**src/rtl/cdb_arbiter_pkg.sv**
```systemverilog
// Shared CDB types, unit indices and index helpers for the CDB arbiter slice.
// Tag/data widths and the invalid tag come from common_def.h; these are fallbacks when it is absent.
`ifndef INST_TAG_WIDTH
`define INST_TAG_WIDTH 6
`endif
`ifndef COMMON_WIDTH
`define COMMON_WIDTH 32
`endif
`ifndef TAG_INVALID
`define TAG_INVALID {`INST_TAG_WIDTH{1'b1}}
`endif

package cdb_arbiter_pkg;

  localparam int CDB_TAG_W  = `INST_TAG_WIDTH;
  localparam int CDB_DATA_W = `COMMON_WIDTH;

  localparam logic [1:0] CDB_SRC_ALU = 2'd0;
  localparam logic [1:0] CDB_SRC_LSU = 2'd1;
  localparam logic [1:0] CDB_SRC_BR  = 2'd2;

  localparam logic [CDB_TAG_W-1:0] CDB_TAG_INVALID = `TAG_INVALID;

  typedef struct packed {
    logic [CDB_TAG_W-1:0]  tag;
    logic [CDB_DATA_W-1:0] data;
  } cdb_entry_t;

  // Increment with wrap at an arbitrary (not necessarily power-of-two) modulus.
  function automatic int wrap_inc(input int value, input int modulus);
    return (value + 32'sd1 >= modulus) ? 32'sd0 : value + 32'sd1;
  endfunction

  // Round-robin scan position: base + offset folded back into [0, modulus).
  function automatic int rr_index(input int base, input int offset, input int modulus);
    int raw;
    raw = base + offset;
    return (raw >= modulus) ? raw - modulus : raw;
  endfunction

endpackage

```
**src/rtl/cdb_req_fifo.sv**
```systemverilog
// Per-unit result FIFO: circular buffer of {tag, data} with registered occupancy.
// Pushes are only honoured when space exists; pops only when non-empty.
module cdb_req_fifo
  import cdb_arbiter_pkg::*;
#(
  parameter int DEPTH  = 2,
  parameter int TAG_W  = CDB_TAG_W,
  parameter int DATA_W = CDB_DATA_W
) (
  input  logic                             clk,
  input  logic                             rst,
  input  logic                             push,
  input  logic [TAG_W-1:0]                 push_tag,
  input  logic [DATA_W-1:0]                push_data,
  input  logic                             pop,
  output logic [TAG_W-1:0]                 head_tag,
  output logic [DATA_W-1:0]                head_data,
  output logic [$clog2(DEPTH + 1)-1:0]     count,
  output logic                             ready
);

  localparam int PTR_W = (DEPTH > 1) ? $clog2(DEPTH) : 1;
  localparam int CNT_W = $clog2(DEPTH + 1);

  logic [TAG_W-1:0]  mem_tag_r  [DEPTH];
  logic [DATA_W-1:0] mem_data_r [DEPTH];
  logic [PTR_W-1:0]  rd_ptr_r;
  logic [PTR_W-1:0]  wr_ptr_r;
  logic [CNT_W-1:0]  count_r;
  logic              do_push_s;
  logic              do_pop_s;

  assign ready     = (count_r < CNT_W'(DEPTH));
  assign count     = count_r;
  assign head_tag  = mem_tag_r[rd_ptr_r];
  assign head_data = mem_data_r[rd_ptr_r];

  // Qualify handshakes against registered occupancy so a same-cycle pop never frees space early.
  always_comb begin
    do_push_s = push && ready;
    do_pop_s  = pop && (count_r != {CNT_W{1'b0}});
  end

  // Pointer and occupancy update; a simultaneous push and pop leaves count unchanged.
  always_ff @(posedge clk) begin
    if (rst) begin
      rd_ptr_r <= {PTR_W{1'b0}};
      wr_ptr_r <= {PTR_W{1'b0}};
      count_r  <= {CNT_W{1'b0}};
    end else begin
      if (do_push_s) begin
        wr_ptr_r <= PTR_W'(wrap_inc(int'(wr_ptr_r), DEPTH));
      end
      if (do_pop_s) begin
        rd_ptr_r <= PTR_W'(wrap_inc(int'(rd_ptr_r), DEPTH));
      end
      if (do_push_s && !do_pop_s) begin
        count_r <= count_r + CNT_W'(1);
      end else if (!do_push_s && do_pop_s) begin
        count_r <= count_r - CNT_W'(1);
      end
    end
  end

  // Entry storage, cleared on reset so the head never shows stale results.
  always_ff @(posedge clk) begin
    if (rst) begin
      for (int i = 0; i < DEPTH; i++) begin
        mem_tag_r[i]  <= {TAG_W{1'b0}};
        mem_data_r[i] <= {DATA_W{1'b0}};
      end
    end else if (do_push_s) begin
      mem_tag_r[wr_ptr_r]  <= push_tag;
      mem_data_r[wr_ptr_r] <= push_data;
    end
  end

endmodule

```
**src/rtl/cdb_arbiter.sv**
```systemverilog
// Common data bus arbiter: one FIFO per functional unit, round-robin grant of one
// FIFO head per cycle into a registered broadcast stage backpressured by the ROB.
module cdb_arbiter
  import cdb_arbiter_pkg::*;
#(
  parameter int N_REQ  = 3,
  parameter int DEPTH  = 2,
  parameter int TAG_W  = CDB_TAG_W,
  parameter int DATA_W = CDB_DATA_W,
  localparam int SRC_W = (N_REQ > 1) ? $clog2(N_REQ) : 1
) (
  input  logic                      clk,
  input  logic                      rst,
  input  logic [N_REQ-1:0]          req_valid,
  input  logic [N_REQ*TAG_W-1:0]    req_tag,
  input  logic [N_REQ*DATA_W-1:0]   req_data,
  output logic [N_REQ-1:0]          req_ready,
  input  logic                      cdb_ready,
  output logic                      cdb_valid,
  output logic [TAG_W-1:0]          cdb_tag,
  output logic [DATA_W-1:0]         cdb_data,
  output logic [SRC_W-1:0]          cdb_src
);

  localparam int CNT_W = $clog2(DEPTH + 1);
  localparam logic [TAG_W-1:0] TAG_INV_C = TAG_W'(`TAG_INVALID);

  logic [N_REQ-1:0]             push_s;
  logic [N_REQ-1:0]             pop_s;
  logic [N_REQ-1:0]             fifo_ready_s;
  logic [N_REQ-1:0]             nonempty_s;
  logic [N_REQ-1:0][TAG_W-1:0]  head_tag_s;
  logic [N_REQ-1:0][DATA_W-1:0] head_data_s;
  logic [N_REQ-1:0][CNT_W-1:0]  count_s;

  logic              load_s;
  logic              found_s;
  logic [SRC_W-1:0]  winner_s;
  logic [TAG_W-1:0]  sel_tag_s;
  logic [DATA_W-1:0] sel_data_s;

  logic              cdb_valid_r;
  logic [TAG_W-1:0]  cdb_tag_r;
  logic [DATA_W-1:0] cdb_data_r;
  logic [SRC_W-1:0]  cdb_src_r;
  logic [SRC_W-1:0]  rr_ptr_r;

  for (genvar g = 0; g < N_REQ; g++) begin : g_fifo
    cdb_req_fifo #(
      .DEPTH  (DEPTH),
      .TAG_W  (TAG_W),
      .DATA_W (DATA_W)
    ) u_fifo (
      .clk       (clk),
      .rst       (rst),
      .push      (push_s[g]),
      .push_tag  (req_tag[g*TAG_W +: TAG_W]),
      .push_data (req_data[g*DATA_W +: DATA_W]),
      .pop       (pop_s[g]),
      .head_tag  (head_tag_s[g]),
      .head_data (head_data_s[g]),
      .count     (count_s[g]),
      .ready     (fifo_ready_s[g])
    );
  end

  assign req_ready = fifo_ready_s;
  assign cdb_valid = cdb_valid_r;
  assign cdb_tag   = cdb_tag_r;
  assign cdb_data  = cdb_data_r;
  assign cdb_src   = cdb_src_r;

  // Invalid-tag pushes complete the handshake but are never written into a FIFO.
  always_comb begin
    for (int i = 0; i < N_REQ; i++) begin
      nonempty_s[i] = (count_s[i] != {CNT_W{1'b0}});
      push_s[i]     = req_valid[i] && fifo_ready_s[i] &&
                      (req_tag[i*TAG_W +: TAG_W] != TAG_INV_C);
    end
  end

  // Round-robin scan: first non-empty FIFO at or after rr_ptr, wrapping at N_REQ.
  always_comb begin
    int idx;
    idx        = 0;
    found_s    = 1'b0;
    winner_s   = rr_ptr_r;
    sel_tag_s  = cdb_tag_r;
    sel_data_s = cdb_data_r;
    for (int k = 0; k < N_REQ; k++) begin
      idx = rr_index(int'(rr_ptr_r), k, N_REQ);
      if (!found_s && nonempty_s[idx]) begin
        found_s    = 1'b1;
        winner_s   = SRC_W'(idx);
        sel_tag_s  = head_tag_s[idx];
        sel_data_s = head_data_s[idx];
      end else begin
        found_s    = found_s;
      end
    end
  end

  // The output stage accepts a new head whenever it is empty or the ROB takes the current one.
  always_comb begin
    load_s = !cdb_valid_r || cdb_ready;
    for (int i = 0; i < N_REQ; i++) begin
      pop_s[i] = load_s && found_s && (winner_s == SRC_W'(i));
    end
  end

  // Broadcast register; an empty load only drops valid, tag/data/src/rr_ptr keep their values.
  always_ff @(posedge clk) begin
    if (rst) begin
      cdb_valid_r <= 1'b0;
      cdb_tag_r   <= TAG_INV_C;
      cdb_data_r  <= {DATA_W{1'b0}};
      cdb_src_r   <= {SRC_W{1'b0}};
      rr_ptr_r    <= {SRC_W{1'b0}};
    end else if (load_s) begin
      if (found_s) begin
        cdb_valid_r <= 1'b1;
        cdb_tag_r   <= sel_tag_s;
        cdb_data_r  <= sel_data_s;
        cdb_src_r   <= winner_s;
        rr_ptr_r    <= SRC_W'(wrap_inc(int'(winner_s), N_REQ));
      end else begin
        cdb_valid_r <= 1'b0;
      end
    end
  end

endmodule

```
**config.mk**
```make
export PLATFORM = sky130hd
export DESIGN_NAME = cdb_arbiter
export DESIGN_NICKNAME = d
export VERILOG_FILES = /design/src/rtl/cdb_arbiter_pkg.sv /design/src/rtl/cdb_req_fifo.sv /design/src/rtl/cdb_arbiter.sv
export SDC_FILE = /design/constraint.sdc
export NUM_CORES = 1
export LEC_CHECK = 0
export BUFFER_PORTS_ARGS = -buffer_cell sky130_fd_sc_hd__buf_2
export CAP_MARGIN = 10
export CELL_PAD_IN_SITES_DETAIL_PLACEMENT = 1
export CELL_PAD_IN_SITES_GLOBAL_PLACEMENT = 2
export CORE_AREA = 5 5 198 200
export DETAILED_ROUTE_END_ITERATION = 16
export DIE_AREA = 0 0 203 205
export GPL_TIMING_DRIVEN = 1
export HOLD_SLACK_MARGIN = 0.05
export PLACE_DENSITY_LB_ADDON = 0.1
export SLEW_MARGIN = 20
export SYNTH_ARGS = -nofsm -noshare
export SYNTH_HDL_FRONTEND = slang
export SYNTH_HIERARCHICAL = 1
export SYNTH_SLANG_ARGS = --single-unit
```
**constraint.sdc**
```tcl
create_clock -name clk -period 7.6 [get_ports clk]
set_input_delay 1.52 -clock clk [delete_from_list [all_inputs] [get_ports clk]]
set_output_delay 1.52 -clock clk [all_outputs]
set_load 0.02 [all_outputs]
```
# Word level (Yosys, flattened, before mapping)
# Memory sizes are Yosys's and may differ from the RTL's. A register that Yosys moved wholly into a read port is not among the register bits.
# Cells that the tools add are included.
# Widths: inputs -> output; s select.
[word_totals]
register_bits = 55
ramBits = 228
input_bits = 120
wordCells = 206
n_memories = 6
[memory_table]
columns = ["memory", "words", "word_bits", "rd", "rd_ports_with_merged_regs", "write_ports", "line", "text"]
rows = [
  ["g_fifo[0].u_fifo.mem_data_r", 2, 32, 1, 1, 2, "cdb_req_fifo.sv:26", "logic [DATA_W-1:0] mem_data_r [DEPTH];"],
  ["g_fifo[1].u_fifo.mem_data_r", 2, 32, 1, 1, 2, "cdb_req_fifo.sv:26", ""],
  ["g_fifo[2].u_fifo.mem_data_r", 2, 32, 1, 1, 2, "cdb_req_fifo.sv:26", ""],
  ["g_fifo[0].u_fifo.mem_tag_r", 2, 6, 1, 1, 2, "cdb_req_fifo.sv:25", "logic [TAG_W-1:0] mem_tag_r [DEPTH];"],
  ["g_fifo[1].u_fifo.mem_tag_r", 2, 6, 1, 1, 2, "cdb_req_fifo.sv:25", ""],
  ["g_fifo[2].u_fifo.mem_tag_r", 2, 6, 1, 1, 2, "cdb_req_fifo.sv:25", ""],
]
[op_classes]
addsub = 18
magnitude_cmp = 16
eq_ne = 5
mux = 97
reduce_logical = 50
[op_table]
columns = ["cell", "n"]
rows = [
  ["$mux 32", 15],
  ["$bmux 32 s2", 3],
  ["$lt 32x4->1 const B", 3],
  ["$reduce_or 32->1", 3],
  ["$mux 6", 12],
  ["$mux 1", 51],
  ["$bmux 6 s2", 3],
  ["$logic_and 1x1->1", 24],
  ["$mux 2", 10],
  ["$ne 6x6->1 const B", 3],
  ["$reduce_or 6->1", 3],
  ["$ge 2x2->1 const B", 7],
  ["$add 1x1->2 const B", 6],
  ["$reduce_bool 2->1", 6],
  ["$ge 3x2->1 const B", 3],
  ["$logic_not 1->1", 9],
  ["$sub 3x2->4 const B", 2],
  ["$add 2x1->2 const B", 3],
  ["$add 2x1->3 const B", 2],
  ["$bmux 1 s2", 3],
  ["$lt 2x2->1 const B", 3],
  ["$sub 2x1->2 const B", 3],
  ["$add 2x2->3 const B", 1],
  ["$reduce_and 3->1", 1],
  ["other kinds (7)", 7],
]

# Depth between registers and ports, before layout
# Gate-level depths: netlist of the first run.
[logic_depth]
ltp_word = 18
mapped_depth = 14

# Cells and area by module
# The synthesis of the first run kept the hierarchy.
[modules_own_cells]
columns = ["module", "instances", "cells_each", "area_each_um2"]
rows = [
  ["cdb_req_fifo", 3, 236, 3601.0],
  ["cdb_arbiter", 1, 672, 5001.0],
]

# Worst setup path after synthesis of the first run
# OpenSTA, ideal clock, no wires.
[synth_path]
path_kind = "input -> register"
startpoint = "input req_tag[3]"
endpoint = "memory g_fifo[0].u_fifo/mem_data_r[0][0] in the netlist's numbering (enable)"
setup_ns = 0.394
t_arrival_ns = 2.825
t_required_ns = 7.206
slack_ns = 4.381
cell_stages = 3
n_path_buf = 0
path_cell_list = "and4_1 > a31oi_1 > a21o_1"
[synth_lines]
columns = ["item", "line", "text"]
rows = [
  ["start: declaration", "cdb_arbiter.sv:15", "input logic [N_REQ*TAG_W-1:0] req_tag,"],
  ["end: declaration", "cdb_req_fifo.sv:26", ""],
]

# Worst setup path in the final report of the first run
[layout_path]
startpoint = "register rr_ptr_r[1]"
endpoint = "register g_fifo[2].u_fifo.count_r[1]"
[layout_via]
elab_chain_cells = 18
[layout_lines]
columns = ["item", "line", "text"]
rows = [
  ["start: declaration", "cdb_arbiter.sv:46", "logic [SRC_W-1:0] rr_ptr_r;"],
  ["start signal: assignment", "cdb_arbiter.sv:118", "rr_ptr_r <= {SRC_W{1'b0}};"],
  ["start signal: assignment", "cdb_arbiter.sv:125", "rr_ptr_r <= SRC_W'(wrap_inc(int'(winner_s), N_REQ));"],
  ["branches (longest 13 deep; another with $sub 3x2->4)", "--", ""],
  ["$logic_and 1x1->1 *", "cdb_arbiter.sv:107", "pop_s[i] = load_s && found_s && (winner_s == SRC_W'(i));"],
  ["net pop_s[2]", "cdb_arbiter.sv:29", "logic [N_REQ-1:0] pop_s;"],
  ["$logic_and 1x1->1 *", "cdb_req_fifo.sv:41", "do_pop_s = pop && (count_r != {CNT_W{1'b0}});"],
  ["$logic_not 1->1", "cdb_req_fifo.sv:57", "if (do_push_s && !do_pop_s) begin"],
  ["$logic_and 1x1->1", "cdb_req_fifo.sv:57", ""],
  ["$mux 2 or $reduce_bool 2->1 (tied branches)", "--", ""],
  ["end signal: assignment", "cdb_req_fifo.sv:49", "count_r <= {CNT_W{1'b0}};"],
  ["end signal: assignment", "cdb_req_fifo.sv:58", "count_r <= count_r + CNT_W'(1);"],
  ["end signal: assignment", "cdb_req_fifo.sv:60", "count_r <= count_r - CNT_W'(1);"],
  ["end: declaration", "cdb_req_fifo.sv:29", "logic [CNT_W-1:0] count_r;"],
]
# Mark *: on every way through the listed nets, which the timed path passes. The select of a mux whose other input is x is not followed.
# A chain may end at the register's enable or synchronous reset.

==> metrics, run 1 <==
Logic pwr share=49.3%; Ys Warns=6; Hold Crit Class=flip-flop to flip-flop; proportion of netlist area held by the largest area contributor=43.3%; Switch Pwr=3240 uW; slowest stage delay, CP=0.90 ns; largest area contributor in the netlist=edfxtp_1; max cap viols=0; DIE WIDTH=about 200 um; Synth Instances=1380; Mapped Avg Cell Area=11.5 um2; Setup Skew=roughly 0.013 ns; synth unique cells=between 40 and 50; Core Region=0.0372 mm2; vias per cell=5.80; cts hold-fix bufs=0; Layout area overhead=12.2%; Critical-path top delay cell=buf_4; Clk pwr share=20.7%; Post-Syn Area=~0.016 mm2; CP Max Fanout=66; Yosys reg bits=~290; number of diodes=0; WP depth=13; maximum VDD drop=0.291 mV; Slew headroom=a little under a quarter; Pint=4350 uW; Post-synth EDFFs=around 230; switching fraction of total power=42.7%; post-synthesis sequential area ratio=about 51%; number of DRC markers in iteration 0=740; grt total ovfl=0; DRT Wirelength=47600 um; PostCTS Resize Cnt=0; WP data required=8.06 ns; P_leak=0.00726 uW; Async SR Flop Fraction=0%; Nets=1604; Die H=just over 200 um; Clock transition at path regs=0.06 ns; Arr. time, crit path=4.73 ns; Setup TNS=0 ns; layout cells sized above 1=28.0%; clock root buffer=clkbuf_16; CTS max path bufs=3; Critical Path Start Type=flip-flop; Tcrit/Tclk final=56.1%; Slew Limit Fails=0; Initial DRT Pass Iterations=4; # Post-CTS Setup Buffers=0; vias in the first global route=between 10000 and 15000; die area=~0.042 mm2; cell family with most CP delay=compound AO/OA/AOI/OAI gates; number of port buffers=163; Design Power=7590 uW; FP Rows=71; worst slew pin tran=1.15 ns; crit end category=flip-flop; GP Congestion=0.822; first-pass GRT wire length=71200 um; initial antenna violation count=0; Max Freq=around 230 MHz; clock latency on the worst-skew pair=0.54 ns; status=finished, final reports clean; DRC=0; Wirelength per Cell=24.1 um; Final ANT Viol Nets=0; most used cell, CP=o21ai_1; RSZ-0062 raised after global routing=false; WP buf/inv=2; io pins=164; Initial Util=42.5%; Detailed Place HPWL=about 31000 um; DR vias=11500; syn nets=1507; top cells by area, synth=edfxtp_1, and3_1, mux2_2; final hold violation count=0; Tot GR Track Use=between 20% and 30%; hold path depth=2; minimum clock period=~4.3 ns; Reg2Reg Depth=13; CTS tree=yes; Synth Flop Type=edfxtp_1; H-Tree Depth=2; Flop pwr share=30.1%; pwr dens=around 430 mW/mm2; setup violators final=0; CP cell instances=inv_1, ha_4, buf_4, nor3_1, a211oi_2, nor4b_1, a211oi_1, o21ai_1, nor2_1, o21ai_1, ha_1, or3_1, a21oi_1; CP Class=flip-flop to flip-flop; cts bufs inserted=34; Clock Sinks=286; largest net degree at the start of global routing=81
## worst register-to-register path, delay by kind of cell, from the launching register on
| kind | cells | cell delay (ns) |
|---|---|---|
| AOI/OAI and AO/OA | 5 | 1.33 |
| adders and majority gates | 2 | 0.69 |
| buffers and inverters | 2 | 1.04 |
| DFF | 1 | 0.36 |
| and+or+nand+nor | 4 | 0.77 |
## state kept, by name, summed over array words and instances (netlist names), named ones only
register / flops
cdb_data: 32
cdb_src: 2
cdb_tag: 6
cdb_valid: 1
g_fifo.u_fifo/count: 6
g_fifo.u_fifo/mem_data_r: 192
g_fifo.u_fifo/mem_tag_r: 36
g_fifo.u_fifo/rd_ptr_r: 3
g_fifo.u_fifo/wr_ptr_r: 3
rr_ptr_r: 2
## per-layer routing
metal | part of all wire, % | track usage (%) | vias up
met5 | 0 | 0 | -
met2 | 49 | 37.7 | 249
met1 | 43 | 29.2 | 5779
li1 | - | - | 5373
met3 | 3.6 | 2.71 | 70
met4 | 4.4 | 9.94 | 0
## worst paths after layout
path / start / end / slack, ns
worst max-delay path: rr_ptr_r[1]$_SDFFE_PP0P_ / g_fifo[2].u_fifo/count[1]$_SDFFE_PP0P_ / 3.34
worst min register to register: cdb_src[0]$_SDFFE_PP0P_ / cdb_src[0]$_SDFFE_PP0P_ / 0.46
worst min-delay path: cdb_src[0]$_SDFFE_PP0P_ / cdb_src[0]$_SDFFE_PP0P_ / 0.46
worst max register to register: rr_ptr_r[1]$_SDFFE_PP0P_ / g_fifo[2].u_fifo/count[1]$_SDFFE_PP0P_ / 3.34
## cell type report
| type | count | area [um2] |
|---|---|---|
| Tap cell | 474 | 593 |
| Clock inverter | 16 | 131 |
| Multi-Input combinational cell | 956 | 6950 |
| Timing Repair Buffer | 192 | 1080 |
| Clock buffer | 46 | 937 |
| Sequential cell | 286 | 8010 |
| Inverter | 7 | 26.3 |
| Fill cell | 4018 | 19500 |
## kinds of logic (layout without fill, tap and decap cells)
logic type | count (synthesis) | after routing | synth area share, %
buffers and inverters | 138 | 261 | 5.59
multiplexers | 228 | 228 | 15.3
AND/OR/NAND/NOR | 449 | 449 | 15.5
AO/OA/AOI/OAI | 260 | 260 | 11.7
adder cells (fa/ha/maj) | 7 | 7 | 0.554
flip-flops | 286 | 286 | 50.7
XOR/XNOR | 12 | 12 | 0.665
## synthesized netlist by cell type, types with 4 or more instances
master and count:
a211oi_1 5, a211oi_2 33, a21o_1 8, a21oi_1 28, a21oi_2 10, a311oi_1 6, a31oi_1 5, and3_1 228
buf_2 40, buf_4 8, buf_6 37, clkbuf_1 38, clkbuf_2 6, dfxtp_1 58, edfxtp_1 228, ha_1 7
inv_1 7, mux2_2 114, mux2i_1 114, nand2_1 118, nor2_1 52, nor2_2 5, nor2b_1 6, nor2b_4 4
nor3_1 10, nor4_1 6, o211ai_1 70, o21ai_0 83, o21ai_1 6, or3_1 4, xor2_1 9
## layout by cell type, fill, tap and decap left out, types with 8 or more instances in the layout
master / count
edfxtp_1: 228
mux2i_1: 114
nor3_1: 10
xor2_1: 9
a21oi_2: 10
a211oi_2: 32
nand2_1: 118
clkbuf_16: 35
clkbuf_1: 9
buf_4: 27
and3_1: 228
buf_2: 162
nor2_1: 52
dfxtp_1: 58
o211ai_1: 70
o21ai_0: 83
a21oi_1: 28
mux2_2: 114
a21o_1: 8
## metrics by stage
stage | std cells | worst slack [ns] | cell area (um2) | hold WS [ns] | utilization (%)
finish | 1977 | 3.34 | 17700 | 0.462 | 47.6
global route | 1977 | 3.06 | 17700 | 0.485 | 47.6
CTS | 1975 | 3.32 | 17700 | 0.461 | 47.5
detailed placement | 1913 | 3.31 | 16600 | 0.453 | 44.7
global placement | 1912 | 3.45 | 16600 | 0.478 | 44.6
floorplan | 1380 | 4.38 | 15800 | 0.472 | -
## power by group through the flow
stage / combinational (uW) / sequential (uW) / clock (uW)
after global routing: 4060 / 2320 / 1680
final: 3740 / 2280 / 1570
after global placement: 3640 / 2300 / 0
after detailed placement: 3730 / 2320 / 0
after floorplan: 2670 / 2340 / 0
after CTS: 3760 / 2290 / 1610
Power figures use the tool's default switching activity.
==> run 2: changes to the inputs <==
Settings changed: CORE_AREA 5 5 198 200 to 5 5 205 207, DIE_AREA 0 0 203 205 to 0 0 210 212.
Clock period 7.6 ns to 4.25 ns, I/O delays scaled along.
==> run 2 against run 1 <==
  * Die area up 7.0%
  * Clock skew up 0.0071 ns
  * Worst hold slack better by 0.035 ns
  * Maximum frequency up 16%
  * Sequential power up 79%
  * Count of clock-buffer cells in the layout unchanged
  * Clock power up 87%
  * Via count down 0.71%
  * Flip-flop and latch count unchanged
  * Design area up 1.0%
  * Combinational power up 82%
  * First-iteration DRC count down 25%
  * Largest power group unchanged
==> metrics, run 2 (synthesized netlist as in run 1, its figures left out) <==
Reg2Reg Depth=12 (-1); CP Class=flip-flop to flip-flop; CP Max Fanout=61 (-7.6%); maximum VDD drop=0.319 mV (+9.7%); gr busiest metal=met2; global-route met1 utilization=28.7% (-0.57 points); FP Rows=74 (+4.2%); WP buf/inv=1 (-1); H-Tree Depth=2 (unchanged); P_leak=0.00731 uW (+0.72%); number of DRC markers in iteration 0=553 (-25%); max cap viols=0 (unchanged); crit end category=flip-flop; Slew headroom=47.6% (+24 points); vias per cell=5.58 (-3.8%); CP startpoint=rr_ptr_r[0]$_SDFFE_PP0P_; Final WS setup=0.573 ns (-2.76 ns); Placed Cells=1978 (+3.4%); number of diodes=0 (unchanged); hold path depth=2 (unchanged); CTS max path bufs=3 (unchanged); multi-input logic area=0.00695 mm2 (unchanged); GP Congestion=0.793 (-3.5%); CP cell instances=inv_1, ha_4, nor3_1, a211oi_1, or4_4, nor3_1, o21ai_1, nor2_1, o21ai_1, ha_1, or3_1, a21oi_1; # Post-CTS Setup Buffers=0 (unchanged); cts bufs inserted=35 (+2.9%); DRT Wirelength=49000 um (+2.8%); Initial Util=39.3% (-3.1 points); Core Region=0.0402 mm2 (+8.0%); largest net degree at the start of global routing=77 (-4.9%); DRC=0 (unchanged); final non-filler cell total=2041 (+3.2%); Slew Limit Fails=0 (unchanged); grt total ovfl=0 (unchanged); Worst R2R Setup Slack=0.57 ns (-2.76 ns); Top reg by flops=g_fifo.u_fifo/mem_data_r; die area=0.0445 mm2 (+7.0%); Tcrit/Tclk final=86.5% (+30 points); worst r2r dst=g_fifo[0].u_fifo/count[1]$_SDFFE_PP0P_; initial antenna violation count=0 (unchanged); pwr dens=771 mW/mm2 (+80%); io pins=164 (unchanged); clock latency on the worst-skew pair=0.54 ns (about the same); WP data required=4.72 ns (-3.34 ns); first-pass GRT wire length=73400 um (+3.0%); slowest stage delay, CP=0.68 ns (-0.22 ns); WP depth=12 (-1); Tot GR Track Use=21.7% (-0.73 points); Setup TNS=0 ns (unchanged); PostCTS Resize Cnt=0 (unchanged); cell family with most CP delay=compound AO/OA/AOI/OAI gates; R2R Path Start=rr_ptr_r[0]$_SDFFE_PP0P_; RSZ-0062 raised after global routing=false; Hold Crit Class=flip-flop to flip-flop; Initial DRT Pass Iterations=5 (+1); most frequent cells in the layout=and3_1, edfxtp_1, buf_2; setup violators final=0 (unchanged); FF+latch area=0.00801 mm2 (unchanged); DIE WIDTH=210 um (+3.4%); max FFs per register=192 (unchanged); Clock Sinks=286 (unchanged); clock root buffer=clkbuf_16; Clock transition at path regs=0.06 ns (about the same); Arr. time, crit path=4.15 ns (-0.58 ns); Setup Skew=0.0200 ns (+0.00707 ns); Critical Path Start Type=flip-flop; Wirelength per Cell=24.0 um (-0.39%); dpl ws=0.594 ns (-2.72 ns); Layout area overhead=13.3%; Final Util=44.6% (-3.1 points); M3 GR Usage=2.72% (+0.0081 points); vias in the first global route=11900 (+2.1%); final hold violation count=0 (unchanged); Die H=212 um (+3.4%); number of port buffers=163 (unchanged); layout cells sized above 1=28.2% (+0.22 points); cts hold-fix bufs=0 (unchanged); Final ANT Viol Nets=0 (unchanged); Fillers=4394 (+9.4%); GR Layer Usage met2=36.0% (-1.7 points); Max Freq=272 MHz (+16%); DR vias=11400 (-0.71%); CTS tree=yes; minimum clock period=3.68 ns (-0.587 ns); worst slew pin tran=0.786 ns (-0.363 ns); status=finished, final reports clean; Critical-path top delay cell=ha_4; Nets=1610 (+0.37%); Setup crit end=g_fifo[0].u_fifo/count[1]$_SDFFE_PP0P_; Detailed Place HPWL=33100 um (+5.3%)
run 2: worst reg2reg max path, cell delays in order (launching register included):
cell      delay (ns)
dfxtp_1         0.40
inv_1           0.12
ha_4            0.68
nor3_1          0.14
a211oi_1        0.63
or4_4           0.27
nor3_1          0.06
o21ai_1         0.30
nor2_1          0.07
o21ai_1         0.14
ha_1            0.31
or3_1           0.35
a21oi_1         0.13
run 2: final cells by class:
class                      instances  share of cell area (%)
clock buffer                      46                    5.46
clock inverter                    17                   0.873
inverter                           7                   0.147
timing repair buffer             197                    6.27
multi-input combinational        956                    38.8
sequential                       286                    44.7
tap                              532                    3.72
run 2: worst min path at each step:
stage                                                      start                                      to  slack [ns]
after CTS                                cdb_src[0]$_SDFFE_PP0P_                 cdb_src[0]$_SDFFE_PP0P_        0.51
after global placement    g_fifo[0].u_fifo/rd_ptr_r$_SDFFE_PP0P_  g_fifo[0].u_fifo/rd_ptr_r$_SDFFE_PP0P_        0.50
after detailed placement  g_fifo[2].u_fifo/rd_ptr_r$_SDFFE_PP0P_                               flip-flop        0.50
after global routing                     cdb_src[0]$_SDFFE_PP0P_                 cdb_src[0]$_SDFFE_PP0P_        0.54
final                                    cdb_src[0]$_SDFFE_PP0P_                 cdb_src[0]$_SDFFE_PP0P_        0.50
after floorplan           g_fifo[0].u_fifo/rd_ptr_r$_SDFFE_PP0P_                               flip-flop        0.47
run 2: where the power goes:
group	switching (uW)	internal [uW]	leakage, uW
logic	4370	2420	0.00388
registers	289	3790	0.00289
clock network	1190	1750	0.000543
run 2: metrics by stage:
stage                     cell area, um2  hold WS, ns  total power (uW)
after global placement             16800        0.496             10800
final                              17900        0.498             13800
after floorplan                    15800        0.472              8960
after global routing               17900        0.538             14700
after CTS                          17900        0.506             14000
after detailed placement           16800        0.496             11000
run 2: routing by layer:
| layer | wire [um] | part of all wire (%) |
|---|---|---|
| met1 | 21700 | 44 |
| met4 | 2160 | 4.4 |
| met5 | 0 | 0 |
| met3 | 1490 | 3.0 |
| met2 | 23700 | 48 |
==> run 3: changes to the inputs <==
Clock period 4.25 ns to 3.48 ns, I/O delays scaled along.
==> run 3 against run 2 <==
  * Sequential share of layout area down 0.55 points
  * Global-route usage down 0.050 points
  * Sequential power up 22%
  * Worst hold slack worse by 0.035 ns
  * Critical path type unchanged
  * Largest power group unchanged
==> metrics, run 3 (synthesized netlist as in run 1, its figures left out) <==
status=finished, final reports clean; Die H=212 um (unchanged); HP Start=req_data[2]; Critical-path top delay cell=or4_4; CP cell instances=inv_1, ha_4, nor3_1, a211oi_2, or4_4, nor3_1, o21ai_1, nor2_1, o21ai_1, ha_1, or3_1, a21oi_1; grt total ovfl=0 (unchanged); Tcrit/Tclk final=94.5% (+8.0 points); WHS=0.463 ns (-0.0346 ns); final non-filler cell total=2058 (+0.83%); clock latency on the worst-skew pair=0.55 ns (about the same); H-Tree Depth=2 (unchanged); DR vias=11400 (+0.088%); die area=0.0445 mm2 (unchanged); DIE WIDTH=210 um (unchanged); CP Class=flip-flop to flip-flop; # Post-CTS Setup Buffers=0 (unchanged); Final ANT Viol Nets=0 (unchanged); crit end category=flip-flop; Clock transition at path regs=0.06 ns (about the same); Worst R2R Setup Slack=0.19 ns (-0.38 ns); Arr. time, crit path=3.76 ns (-0.39 ns); Slew Limit Fails=0 (unchanged); Placed Cells=1997 (+0.96%); cts bufs inserted=34 (-2.9%); clock root buffer=clkbuf_16; Wirelength per Cell=23.8 um (-0.64%); CTS tree=yes; vias in the first global route=11900 (+0.33%); WP buf/inv=1 (unchanged); Detailed Place HPWL=33400 um (+1.0%); setup violators final=0 (unchanged); number of diodes=0 (unchanged); RSZ-0062 raised after global routing=false; layout cells sized above 1=29.3% (+1.1 points); Hold Crit Class=primary input to flip-flop; worst r2r dst=g_fifo[0].u_fifo/count[1]$_SDFFE_PP0P_; vias per cell=5.54 (-0.74%); DRT Wirelength=49100 um (+0.19%); Layout area overhead=14.8%; Final Instance Area=0.0181 mm2 (+1.2%); P_leak=0.00744 uW (+1.8%); placed inst area=0.0170 mm2 (+1.1%); Reg2Reg Depth=12 (unchanged); maximum VDD drop=0.408 mV (+28%); pwr dens=948 mW/mm2 (+23%); max FFs per register=192 (unchanged); Clock Sinks=286 (unchanged); Critical Path Start Type=flip-flop; worst slew pin tran=0.900 ns (+0.113 ns); Design Power=17200 uW (+25%); Setup Skew=0.0167 ns (-0.00335 ns); minimum clock period=3.29 ns (-0.389 ns); Top reg by flops=g_fifo.u_fifo/mem_data_r; largest net degree at the start of global routing=80 (+3.9%); slowest stage delay, CP=0.46 ns (-0.22 ns); Slew headroom=40.0% (-7.5 points); R2R Path Start=rr_ptr_r[0]$_SDFFE_PP0P_; CTS max path bufs=3 (unchanged); hold path endpoint=g_fifo[0].u_fifo/mem_data_r[1][2]$_SDFFCE_PN0P_; Initial DRT Pass Iterations=5 (unchanged); DRC=0 (unchanged); Max Freq=304 MHz (+12%); hold path depth=2 (unchanged); final hold violation count=0 (unchanged); max cap viols=0 (unchanged); WP data required=3.96 ns (-0.76 ns); GP Congestion=0.850 (+7.2%); FP Rows=74 (unchanged); Core Region=0.0402 mm2 (unchanged); cell family with most CP delay=simple AND/OR/NAND/NOR gates; Tot GR Track Use=21.6% (-0.050 points); first-pass GRT wire length=73400 um (about the same); most frequent cells in the layout=and3_1, edfxtp_1, buf_2; io pins=164 (unchanged); Setup TNS=0 ns (unchanged); CP Max Fanout=17 (-72%); number of DRC markers in iteration 0=581 (+5.1%); number of port buffers=163 (unchanged); Nets=1628 (+1.1%); initial antenna violation count=0 (unchanged); Initial Util=39.3% (unchanged); cts hold-fix bufs=0 (unchanged)
-- run 3: layer usage --
layer  vias to the layer above  wire length (um)  global-route usage [%]
met1                      5704             21900                    28.5
met4                         0              1690                    8.24
met3                        68              1510                    2.64
met5                         -                 0                       0
met2                       207             24000                    36.8
li1                       5420                 -                       -
-- run 3: worst reg2reg max path: stages, from the launching register on --
cell and delay, ns:
dfxtp_1 0.40, inv_1 0.13, ha_4 0.33, nor3_1 0.28, a211oi_2 0.14, or4_4 0.46, nor3_1 0.22, o21ai_1 0.15
nor2_1 0.16, o21ai_1 0.13, ha_1 0.33, or3_1 0.35, a21oi_1 0.14
-- run 3: per-stage QoR --
stage / util [%] / setup slack, ns
final: 45.1 / 0.193
after global routing: 45.1 / 0.00965
after CTS: 45.1 / 0.170
after detailed placement: 42.2 / 0.176
after global placement: 42.2 / 0.265
after floorplan: - / 0.620
-- run 3: layout make-up --
type,count,area [um2]
Sequential cell,286,8010
Clock inverter,18,221
Multi-Input combinational cell,956,6960
Tap cell,532,666
Fill cell,4322,22000
Inverter,7,26.3
Timing Repair Buffer,216,1310
Clock buffer,43,948
-- run 3: timing repair --
item | 4_1_cts | 5_1_grt
gates resized for setup | 0 | 2
hold endpoints to repair | 0 | 0
setup endpoints to repair | 0 | 2
-- run 3: worst max path at each step --
stage	start	endpoint	slack [ns]	depth (start not counted)
after floorplan	rr_ptr_r[0]$_SDFFE_PP0P_	g_fifo[0].u_fifo/count[1]$_SDFFE_PP0P_	0.62	13
after global placement	rr_ptr_r[0]$_SDFFE_PP0P_	g_fifo[0].u_fifo/count[1]$_SDFFE_PP0P_	0.27	12
after detailed placement	rr_ptr_r[0]$_SDFFE_PP0P_	g_fifo[0].u_fifo/count[1]$_SDFFE_PP0P_	0.18	12
after CTS	rr_ptr_r[0]$_SDFFE_PP0P_	g_fifo[0].u_fifo/count[1]$_SDFFE_PP0P_	0.17	12
after global routing	rr_ptr_r[1]$_SDFFE_PP0P_	g_fifo[0].u_fifo/count[1]$_SDFFE_PP0P_	0.01	12
final	rr_ptr_r[0]$_SDFFE_PP0P_	g_fifo[0].u_fifo/count[1]$_SDFFE_PP0P_	0.19	12
-- run 3: power by group --
group / internal, uW / total, uW / switching, uW
sequential: 4630 / 4990 / 363
combinational: 3080 / 8440 / 5350
clock: 2310 / 3770 / 1460
